<file path="config.mk">
export PLATFORM = sky130hd
export DESIGN_NAME = fig_04b_rom_fetch_arbiter
export DESIGN_NICKNAME = d
export VERILOG_FILES = /design/src/rtl/fig_04b_rom_fetch_arbiter_pkg.sv /design/src/rtl/fig_04b_rom_fetch_arbiter_rom_wait_counter.sv /design/src/rtl/fig_04b_rom_fetch_arbiter.sv
export SDC_FILE = /design/constraint.sdc
export NUM_CORES = 1
export LEC_CHECK = 0
export CAP_MARGIN = 40
export CORE_MARGIN = 3
export CORE_UTILIZATION = 39
export DETAILED_ROUTE_END_ITERATION = 8
export HOLD_SLACK_MARGIN = 0.06
export PLACE_DENSITY = 0.86
export REMOVE_ABC_BUFFERS = 1
export SYNTH_ARGS = -nofsm -noshare
export SYNTH_HDL_FRONTEND = slang
export SYNTH_SLANG_ARGS = --single-unit
</file>
<file path="constraint.sdc">
create_clock -name clk -period 2.61 [get_ports clk]
set_clock_uncertainty 0.15 [all_clocks]
set_input_delay 0.261 -clock clk [delete_from_list [all_inputs] [get_ports clk]]
set_output_delay 0.261 -clock clk [all_outputs]
set_load 0.02 [all_outputs]
</file>
<file path="src/rtl/fig_04b_rom_fetch_arbiter_pkg.sv">
// ---------------------------------------------------------------------------
// fig_04b_rom_fetch_arbiter_pkg
// Shared definitions for the GSU ROM fetch arbiter. It holds the FSM state
// codes, the grant codes, the default ROM wait-state count, and a small
// helper that picks the alternate requester.
// ---------------------------------------------------------------------------
package fig_04b_rom_fetch_arbiter_pkg;

  typedef enum logic [1:0] {
    ST_IDLE   = 2'd0,
    ST_ACCESS = 2'd1,
    ST_DONE   = 2'd2
  } state_t;

  typedef enum logic {
    GNT_INSTR = 1'b0,
    GNT_DATA  = 1'b1
  } grant_t;

  localparam int DEFAULT_WAIT_CYCLES = 3;

  function automatic grant_t other_grant(input grant_t g);
    return (g == GNT_INSTR) ? GNT_DATA : GNT_INSTR;
  endfunction

endpackage

</file>
<file path="src/rtl/fig_04b_rom_fetch_arbiter_rom_wait_counter.sv">
// ---------------------------------------------------------------------------
// rom_wait_counter
// Down-counter that times one ROM access. A load presets the count. While
// enabled, the count decrements until it reaches zero, then holds there.
// Ports:
//   clk          in  clock
//   rst          in  synchronous active-high reset
//   i_load       in  preset the count to i_load_value
//   i_load_value in  preset value
//   i_enable     in  decrement while non-zero
//   o_zero       out count is zero
// ---------------------------------------------------------------------------
module rom_wait_counter #(
  parameter int CNT_W = 4
) (
  input  logic             clk,
  input  logic             rst,
  input  logic             i_load,
  input  logic [CNT_W-1:0] i_load_value,
  input  logic             i_enable,
  output logic             o_zero
);

  logic [CNT_W-1:0] r_cnt;

  always_ff @(posedge clk) begin
    if (rst) begin
      r_cnt <= '0;
    end else if (i_load) begin
      r_cnt <= i_load_value;
    end else if (i_enable && (r_cnt != '0)) begin
      r_cnt <= r_cnt - 1'b1;
    end
  end

  assign o_zero = (r_cnt == '0);

endmodule

</file>
<file path="src/rtl/fig_04b_rom_fetch_arbiter.sv">
// ---------------------------------------------------------------------------
// fig_04b_rom_fetch_arbiter
// Arbiter and sequencer for the GSU side of the game-pak ROM bus. Two
// requesters compete for the bus: the instruction-cache fill (fetch_req,
// pbr/pc) and the ROM-buffer data load (data_req, data_bank/data_addr).
// Each grant drives {bank,addr} with rom_oe high for WAIT_CYCLES cycles and
// samples rom_data_in on the last one. The byte is returned with a
// one-cycle strobe, romrdy or data_rdy, on the following cycle.
// Ties alternate with the previous grant, so neither requester starves.
// Nothing is granted while ron is low, and ron falling during an access
// aborts it.
//
// Optional feature: macro SEQ_FETCH_EN (page-mode instruction fetch). An
// instruction fetch at last+1 in the same bank, following a completed
// instruction fetch, uses one fewer ROM cycle.
//
// Ports: clk, rst (sync, active-high), ron, fetch_req/pbr/pc ->
// romrdy/instr_data, data_req/data_bank/data_addr -> data_rdy/data_out,
// rom_addr/rom_oe/rom_data_in (ROM bus), busy (FSM not idle).
// ---------------------------------------------------------------------------
module fig_04b_rom_fetch_arbiter
  import fig_04b_rom_fetch_arbiter_pkg::*;
#(
  parameter int WAIT_CYCLES = DEFAULT_WAIT_CYCLES,
  parameter int CNT_W       = 4
) (
  input  logic        clk,
  input  logic        rst,
  input  logic        ron,
  input  logic        fetch_req,
  input  logic [7:0]  pbr,
  input  logic [15:0] pc,
  output logic        romrdy,
  output logic [7:0]  instr_data,
  input  logic        data_req,
  input  logic [7:0]  data_bank,
  input  logic [15:0] data_addr,
  output logic        data_rdy,
  output logic [7:0]  data_out,
  output logic [23:0] rom_addr,
  output logic        rom_oe,
  input  logic [7:0]  rom_data_in,
  output logic        busy
);

  localparam logic [CNT_W-1:0] LOAD_FULL = CNT_W'(WAIT_CYCLES - 1);

  state_t           r_state;
  grant_t           r_grant;
  grant_t           r_last_grant;
  logic             r_romrdy;
  logic             r_data_rdy;
  logic [7:0]       r_instr_data;
  logic [7:0]       r_data_out;
  logic [23:0]      r_rom_addr;
  logic             r_rom_oe;

  logic             w_pick_valid;
  grant_t           w_pick;
  logic             w_load;
  logic [CNT_W-1:0] w_load_value;
  logic             w_zero;

  // Arbitration. A lone requester wins outright. A tie goes to whichever
  // requester was not granted last.
  always_comb begin
    w_pick_valid = 1'b0;
    w_pick       = GNT_INSTR;
    if (ron) begin
      if (fetch_req && data_req) begin
        w_pick_valid = 1'b1;
        w_pick       = other_grant(r_last_grant);
      end else if (fetch_req) begin
        w_pick_valid = 1'b1;
        w_pick       = GNT_INSTR;
      end else if (data_req) begin
        w_pick_valid = 1'b1;
        w_pick       = GNT_DATA;
      end
    end
  end

  assign w_load = (r_state == ST_IDLE) && w_pick_valid;

`ifdef SEQ_FETCH_EN
  // Page-mode tracker: the address of the last completed instruction
  // access. Any data grant or loss of the bus breaks the sequence.
  localparam logic [CNT_W-1:0] LOAD_SEQ =
    (WAIT_CYCLES >= 2) ? CNT_W'(WAIT_CYCLES - 2) : '0;

  logic        r_seq_valid;
  logic [23:0] r_seq_addr;
  logic [16:0] w_seq_pc_next;
  logic        w_seq_hit;

  // Computed 17 bits wide so that pc=FFFF never matches a wrapped 0000.
  assign w_seq_pc_next = {1'b0, r_seq_addr[15:0]} + 17'd1;
  assign w_seq_hit     = r_seq_valid && (w_pick == GNT_INSTR) &&
                         (pbr == r_seq_addr[23:16]) &&
                         ({1'b0, pc} == w_seq_pc_next);

  always_ff @(posedge clk) begin
    if (rst || !ron) begin
      r_seq_valid <= 1'b0;
      r_seq_addr  <= '0;
    end else if (w_load && (w_pick == GNT_DATA)) begin
      r_seq_valid <= 1'b0;
    end else if ((r_state == ST_ACCESS) && w_zero && (r_grant == GNT_INSTR)) begin
      r_seq_valid <= 1'b1;
      r_seq_addr  <= r_rom_addr;
    end
  end

  assign w_load_value = w_seq_hit ? LOAD_SEQ : LOAD_FULL;
`else
  assign w_load_value = LOAD_FULL;
`endif

  rom_wait_counter #(
    .CNT_W(CNT_W)
  ) u_wait (
    .clk          (clk),
    .rst          (rst),
    .i_load       (w_load),
    .i_load_value (w_load_value),
    .i_enable     (r_state == ST_ACCESS),
    .o_zero       (w_zero)
  );

  always_ff @(posedge clk) begin
    if (rst) begin
      r_state      <= ST_IDLE;
      r_grant      <= GNT_INSTR;
      r_last_grant <= GNT_INSTR;
      r_romrdy     <= 1'b0;
      r_data_rdy   <= 1'b0;
      r_instr_data <= '0;
      r_data_out   <= '0;
      r_rom_addr   <= '0;
      r_rom_oe     <= 1'b0;
    end else begin
      r_romrdy   <= 1'b0;
      r_data_rdy <= 1'b0;
      case (r_state)
        ST_IDLE: begin
          if (w_load) begin
            r_state    <= ST_ACCESS;
            r_grant    <= w_pick;
            r_rom_oe   <= 1'b1;
            r_rom_addr <= (w_pick == GNT_DATA) ? {data_bank, data_addr} : {pbr, pc};
          end
        end
        ST_ACCESS: begin
          if (!ron) begin
            // Abort: the bus is lost. The request stays pending, and
            // last_grant is left alone so the retry wins the same way.
            r_state  <= ST_IDLE;
            r_rom_oe <= 1'b0;
          end else if (w_zero) begin
            r_state      <= ST_DONE;
            r_rom_oe     <= 1'b0;
            r_last_grant <= r_grant;
            // A requester that gave up mid-access gets neither the byte nor
            // the strobe. Its output register keeps the previous value.
            if (r_grant == GNT_INSTR) begin
              if (fetch_req) begin
                r_instr_data <= rom_data_in;
                r_romrdy     <= 1'b1;
              end
            end else begin
              if (data_req) begin
                r_data_out <= rom_data_in;
                r_data_rdy <= 1'b1;
              end
            end
          end
        end
        ST_DONE: begin
          r_state <= ST_IDLE;
        end
        default: begin
          r_state <= ST_IDLE;
        end
      endcase
    end
  end

  assign romrdy     = r_romrdy;
  assign data_rdy   = r_data_rdy;
  assign instr_data = r_instr_data;
  assign data_out   = r_data_out;
  assign rom_addr   = r_rom_addr;
  assign rom_oe     = r_rom_oe;
  assign busy       = (r_state != ST_IDLE);

endmodule
</file>
; ---- Word level (Yosys, flattened, before mapping)
; Index checks and enable logic that the tools add are counted.
[op_classes]
add_sub_neg = 1
n_mul = 0
div = 0
magnitude_cmp = 0
n_eq_ne = 3
shift = 0
mux = 20
bitwise = 4
reduce_logical = 18
[op_table]
columns = op, count
row1 = two-way mux 24 bit, 1
row2 = two-way mux 1 bit, 12
row3 = two-way mux 2 bit, 5
row4 = AND reduction 5 bit, 2
row5 = OR reduction 5 bit, 2
row6 = AND reduction 3 bit, 2
row7 = nonzero test 2 bit, 3
row8 = zero test 4 bit, 1
row9 = NOT 1 bit, 4
row10 = one-hot mux 2 bit (2 select lines), 1
row11 = AND reduction 2 bit, 2
row12 = nonzero test 4 bit, 1
row13 = "subtractor 4 x 1 -> 4 bit, second input constant", 1
row14 = logical AND 1 bit, 3
row15 = "inequality test 3 bit, second input constant", 1
row16 = "== test 2 x 1 -> 1 bit, second input constant", 1
row17 = zero test 2 bit, 1
row18 = "inequality test 2 x 1 -> 1 bit, second input constant", 1
row19 = one-hot mux 1 bit (2 select lines), 1
row20 = OR reduction 2 bit, 1
[word_totals]
ff_bits = 51
latch_bits = 0
ram_bits = 0
romBits = 0
out_inout_bits = 44
elab_cells = 57
memories = 0

; ---- Depth between registers and ports, before layout
; Gate-level depths: netlist of the first run.
[logic_depth]
ltp_word = 7
ltp_mapped = 7
mapped_depth_nobuf = 6

; ---- Cells and area by module
; A second synthesis of the first run with hierarchy kept.
[hier_totals]
hier_cells = 279
area_unflattened_um2 = 2534.9
[by_module_without_submodules]
columns = mod, n_inst, cells_each, area_per_inst_um2, seq_area_each_um2
row1 = fig_04b_rom_fetch_arbiter, 1, 250, 2272.2, 940.9
row2 = rom_wait_counter, 1, 29, 262.8, 80.1

; ---- Least setup slack after synthesis of the first run
; No wires, ideal clock.
[synth_timing]
path_kind = register to register
start = reg u_wait.r_cnt[0]
end = reg r_data_out[6] (netlist: data_out[6])
setup_time_ns = 0.128
arrival_ns = 1.679
slack_ns = 0.653
path_stages_with_launch = 8
path_buffers = 1
synth_period_minus_slack_ns = 1.957
cell_sequence = dfxtp_1 -> inv_1 -> ha_1 -> or3b_1 -> buf_6 -> nor3_4 -> mux2i_1 -> nor2_1
[synth_via]
elab_chain_cells = 2
[synth_lines]
columns = element, line_no
row1 = start: declaration, fig_04b_rom_fetch_arbiter_rom_wait_counter.sv:24  ; logic [CNT_W-1:0] r_cnt;
row2 = start signal: assignment, fig_04b_rom_fetch_arbiter_rom_wait_counter.sv:30  ; r_cnt <= i_load_value;
row3 = start signal: assignment, fig_04b_rom_fetch_arbiter_rom_wait_counter.sv:32  ; r_cnt <= r_cnt - 1'b1;
row4 = zero test 4 bit, fig_04b_rom_fetch_arbiter_rom_wait_counter.sv:36  ; assign o_zero = (r_cnt == '0);
row5 = AND reduction 5 bit (no line), -
row6 = end signal: assignment, fig_04b_rom_fetch_arbiter.sv:172  ; r_data_out <= rom_data_in;
row7 = end: declaration, fig_04b_rom_fetch_arbiter.sv:54  ; logic [7:0] r_data_out;
; No other way between the ends.
; A chain may end at the register's enable or synchronous reset.

; ---- Final worst setup path of the first run
[layout_timing]
start = reg u_wait.r_cnt[0]
end = reg r_instr_data[1] (netlist: instr_data[1])
[layout_via]
elab_chain_cells = 2
[layout_lines]
columns = element, line_no
row1 = zero test 4 bit, fig_04b_rom_fetch_arbiter_rom_wait_counter.sv:36
row2 = AND reduction 5 bit (no line), -
row3 = end signal: assignment, fig_04b_rom_fetch_arbiter.sv:167  ; r_instr_data <= rom_data_in;
row4 = end: declaration, fig_04b_rom_fetch_arbiter.sv:53  ; logic [7:0] r_instr_data;
; No other way between the ends.

==> results.cfg, run 1 <==
[outcome]
status = finished, final reports clean

[floorplanning]
die_w_um = 78.0
die-area_um2 = 6080
core_area_um2 = 4850
die_h_um = 78.0
fp-row-count = 25
initial_core_util_pct = 41.7
pin_count = 105

[synth]
synth_xor_area_share_pct = 0.867
synthMuxAreaShare_pct = 20.9
syn_area_um2 = 2020
yosysTopAreaCell = dfxtp_1
synth_edf_count = 0
synthSimpleGateAreaFrac_pct = 11.3
async_reset_ff_share_pct = 0
syn_inst = 186
synth_compound_area_share_pct = 12.4
synth_flop_cell = dfxtp_1
synthAdderAreaFrac_pct = 0.620
synth_top_area_share_pct = 50.6
synthTopCellsByCount = 51 x dfxtp_1, 41 x mux2i_1, 25 x o2bb2ai_1, 21 x nor2_1, 10 x clkbuf_1
ys_seq_elements = 51
synth.most_common_cell = dfxtp_1
synth_area_leaders = dfxtp_1 51%, mux2i_1 20%, o2bb2ai_1 11%, nor2_1 3.9%, clkbuf_1 1.9%
yosysWarnings = 0
avgSynthCellArea_um2 = 10.9
synth_seq_area_share_pct = 50.6
synth_top_family_by_area = multiplexers
ys_types = 27

[timing]
setup_viol = 0
final.min_clock_period_ps = 2210
period_share_pct = 84.5
tightest_slew_ps = 561
setup_tns_ps = 0
slew_viol_final = 0
fmaxAchievable_mhz = 453
whs_ps = 316
slew_headroom_pct = 62.5
final-hold-violation-count = 0
rsz0062_at_grt = false

[worst_setup_path]
arrival_ps = 2260
regToRegEndpoint = instr_data[1]
start_kind = register
critPathKind = reg2reg
cp.required_ps = 2660
r2r_start = u_wait.r_cnt[0]
cp_max_fo = 8
r2r_slack_ps = 400
reg2reg_depth = 6
worstSetupEndpointType = register

[clock_network]
ctsHoldBuffers = 0
cts_tree = done
cts.sinks = 51
clock_latency_ps = 300
post_cts_buffers = 0
numCtsBuffers = 5
ctsRootBufferMaster = clkbuf_8
clkSlewWorstSetupHoldPaths_ps = 90
cts_max_level = 2
ctsResizeCount = 0
clockBufferDepth = 2

[pwr]
cellPowerDensity_nw_per_um2 = 522
p_leak_nw = 1.24
peakVddDrop_v = 0.000328

[finish]
layout.nets = 350
postLayoutCoreUtil_pct = 66.3
fin_cells = 355
syn2layout_area_growth_pct = 59.2
drive_gt1_share_pct = 4.17
fillCellCount = 396
n_antenna_cell = 0

[global_route]
gr-usage-all-layers_pct = 17.5
grt_start_max_net_pins = 26
grt_pass1_vias = 1764
antenna_found_initial = 0
overflow = 0
grt_pass1_wl_um = 8340

[placed_design]
io_buffers = 104
place_inst = 348
place.gp.congestion = 0.716
dpl.hpwl_um = 3910

[routing]
viasPerCell = 4.92
wl_um = 5180
wl_per_cell_um = 14.6
vias = 1748
drt-initial-drc-count = 56
drc_errors = 0
detail_route.first_pass.iterations = 4
antenna_left = 0

[hold_path]
worstHoldStart = rom_addr[2]
whs_path_depth = 1
hold-path-endpoint = rom_addr[2]
hold_class = reg2reg

[flow_run]
max_cap_violations = 0
## kinds of logic after synthesis
logic type | after synthesis
flops | 51
simple gates | 44
mux | 42
compound gates | 30
buf+inv | 16
xor+xnor | 2
fa+ha+maj | 1
## per-stage QoR
step / worst slack (ps) / area [µm²] / power, mW
floorplan: 647 / 1970 / 0.982
global placement: 484 / 3110 / 1.16
detailed placement: 386 / 3110 / 1.17
CTS: 373 / 3220 / 1.69
global route: 295 / 3220 / 1.75
finish: 404 / 3220 / 1.68
## cells in the final DEF (no fill, tap or decap), types with 2 or more instances in the layout
master and n:
nor2b_1 2, mux2i_1 41, nand2_1 6, nor3_4 2, nor3_1 3, nand3_1 2
buf_4 3, inv_1 4, a21oi_1 3, nand2b_1 2, dfxtp_1 51, nor2_1 21
clkbuf_8 5, clkdlybuf4s50_1 104, o2bb2ai_1 25
## worst max-delay path, stage by stage (launching register included)
cell and delay [ps]:
dfxtp_1 340, inv_1 60, ha_1 170, or3b_1 490, nor3_4 550, mux2i_1 290, nor2_1 60
## worst max path at each step
stage                     slack (ps)  cells past startpoint             from            end
final                            400                      6  u_wait.r_cnt[0]  instr_data[1]
after global routing             300                      6  u_wait.r_cnt[0]  instr_data[1]
after CTS                        370                      6  u_wait.r_cnt[0]  instr_data[1]
after detailed placement         390                      6  u_wait.r_cnt[0]  instr_data[1]
after global placement           480                      5              ron    data_out[5]
after floorplan                  650                      6  u_wait.r_cnt[0]    data_out[0]
## layer usage
metal	GRT usage [%]	vias up	part of all wire (%)
met4	7.69	0	2.6
met5	0	-	0
met3	6.03	10	6.1
met2	27.9	53	49
li1	-	871	-
met1	21.4	814	42
## state kept, by name, summed over array words and instances (netlist names)
name,cells
rom_addr,24
data_out,8
instr_data,8
u_wait.r_cnt,4
r_state,2
data_rdy,1
r_grant,1
r_last_grant,1
rom_oe,1
romrdy,1
## final cells by class
type	instances	area, µm²	area share (%)
clock buffer	6	72.6	2.26
tap	67	83.8	2.61
multi-input combinational	119	930	28.9
sequential	51	1020	31.8
timing repair buffer	107	1060	33.1
inverter	4	15.0	0.467
clock inverter	1	30.0	0.934
## report_power, final
part           switching [mW]  total (mW)  leakage [nW]  internal (mW)
Clock                   0.247       0.528        0.0513          0.281
Combinational           0.139       0.318         0.775          0.179
Sequential             0.0189       0.832         0.415          0.813
Total                   0.404        1.68          1.24           1.27
(Power assumes the default switching activity.)
==> run 2: changes to the inputs <==
CORE_UTILIZATION = 35   (was 39)
PLACE_DENSITY = 0.82   (was 0.86)
clock period = 1.86 ns   (was 2.61 ns; I/O delays follow)
==> run 2 against run 1 <==
Worst hold slack gained 1.3 ps; worst setup slack lost 330 ps; die area grew 11%; maximum frequency grew 23%; clock-buffer cell count is the same; register-to-register slack lost 330 ps; sequential power grew 41%; clock power grew 37%; cell area grew 5.5%; routed wire length shrank 2.1%; flip-flop and latch count is the same; total power grew 42%; critical endpoint is now instr_data[3]; largest cell class unchanged.
==> results.cfg, run 2 (same netlist as run 1, synthesis figures left out) <==
[clock_network]
clockBufferDepth = 2
numCtsBuffers = 5
cts_max_level = 2
cts.sinks = 51
clkSlewWorstSetupHoldPaths_ps = 80
clock_latency_ps = 300
cts_tree = done
ctsRootBufferMaster = clkbuf_8
ctsHoldBuffers = 0
post_cts_buffers = 0

[pwr]
cellPowerDensity_nw_per_um2 = 700
p_leak_nw = 1.33
peakVddDrop_v = 0.000487

[timing]
final.min_clock_period_ps = 1790
slew_viol_final = 0
setup_tns_ps = 0
fin_ws_ps = 72.3
rsz0062_at_grt = true
setup_viol = 0
slew_headroom_pct = 81.0
final-hold-violation-count = 0
tightest_slew_ps = 284
fmaxAchievable_mhz = 559
period_share_pct = 96.1

[routing]
drt-initial-drc-count = 38
drc_errors = 0
detail_route.first_pass.iterations = 4
antenna_left = 0
wl_um = 5070
viasPerCell = 4.79
wl_per_cell_um = 13.6
vias = 1783

[flow_run]
max_cap_violations = 0

[placed_design]
io_buffers = 104
place.gp.congestion = 0.791
dpl.hpwl_um = 3920
pre_cts_slack_ps = -99.0

[finish]
fillCellCount = 481
largest_register_ffs = 24
layout.nets = 362
n_antenna_cell = 0
syn2layout_area_growth_pct = 68.0
drive_gt1_share_pct = 10.7
final_common_cell = clkdlybuf4s50_1
final_cell_mix = 104 x clkdlybuf4s50_1, 49 x dfxtp_1, 40 x mux2i_1

[floorplanning]
die_h_um = 82.0
core_area_um2 = 5540
die-area_um2 = 6720
initial_core_util_pct = 36.4
fp-row-count = 27
pin_count = 105
die_w_um = 82.0

[worst_setup_path]
worstSetupEndpointType = register
arrival_ps = 1820
critPathKind = reg2reg
start_kind = register
cp_max_fo = 6
reg2reg_depth = 7
cp.required_ps = 1890

[outcome]
status = finished, final reports clean

[hold_path]
whs_path_depth = 1
hold_class = reg2reg

[global_route]
antenna_found_initial = 0
grt_pass1_wl_um = 8070
gr-usage-all-layers_pct = 15.4
grt_pass1_vias = 1748
overflow = 0
grt_start_max_net_pins = 26
## run 2: final cells by class
class,instances,area (µm²),area share [%]
multi-input combinational,119,951,28.0
timing repair buffer,119,1210,35.7
tap,72,90.1,2.65
clock inverter,1,30.0,0.885
clock buffer,6,72.6,2.14
inverter,4,15.0,0.442
sequential,51,1020,30.2
## run 2: through the flow
stage	util (%)	std cells	power (mW)	hold WS, ps	cell area [µm²]
5_1_grt	61.2	372	2.49	340	3390
3_5_place_dp	58.9	365	1.67	296	3260
3_3_place_gp	58.9	365	1.67	295	3260
2_1_floorplan	-	174	1.38	105	1970
4_1_cts	60.8	372	2.39	319	3370
6_report	61.2	372	2.38	318	3390
## run 2: final timing paths
| check | end | startpoint | slack [ps] |
|---|---|---|---|
| max | instr_data[3] | u_wait.r_cnt[1] | 70 |
| min | rom_addr[0] | rom_addr[0] | 320 |
| max reg2reg | instr_data[3] | u_wait.r_cnt[1] | 70 |
| min reg2reg | rom_addr[0] | rom_addr[0] | 320 |
## run 2: routing by layer
metal  vias to the layer above  share of wire, %  track usage [%]
met3                         6               7.4             4.71
li1                        889                 -                -
met2                        56                48             24.2
met1                       832                43             20.2
met5                         -                 0                0
met4                         0              0.91             4.49
## run 2: worst max-delay path: stages (launching register included)
cell and delay (ps):
dfxtp_2 330, inv_2 60, ha_4 120, or3b_4 420
nor3_4 180, buf_6 160, mux2i_2 210, nor2_1 50
## run 2: power breakdown
group | switching [mW] | internal, mW
combinational | 0.202 | 0.285
sequential | 0.0266 | 1.14
clock | 0.327 | 0.394
## run 2: repair_timing
item	CTS	global route
pin swaps	2	0
setup endpoints to repair	17	14
resized for setup	2	8
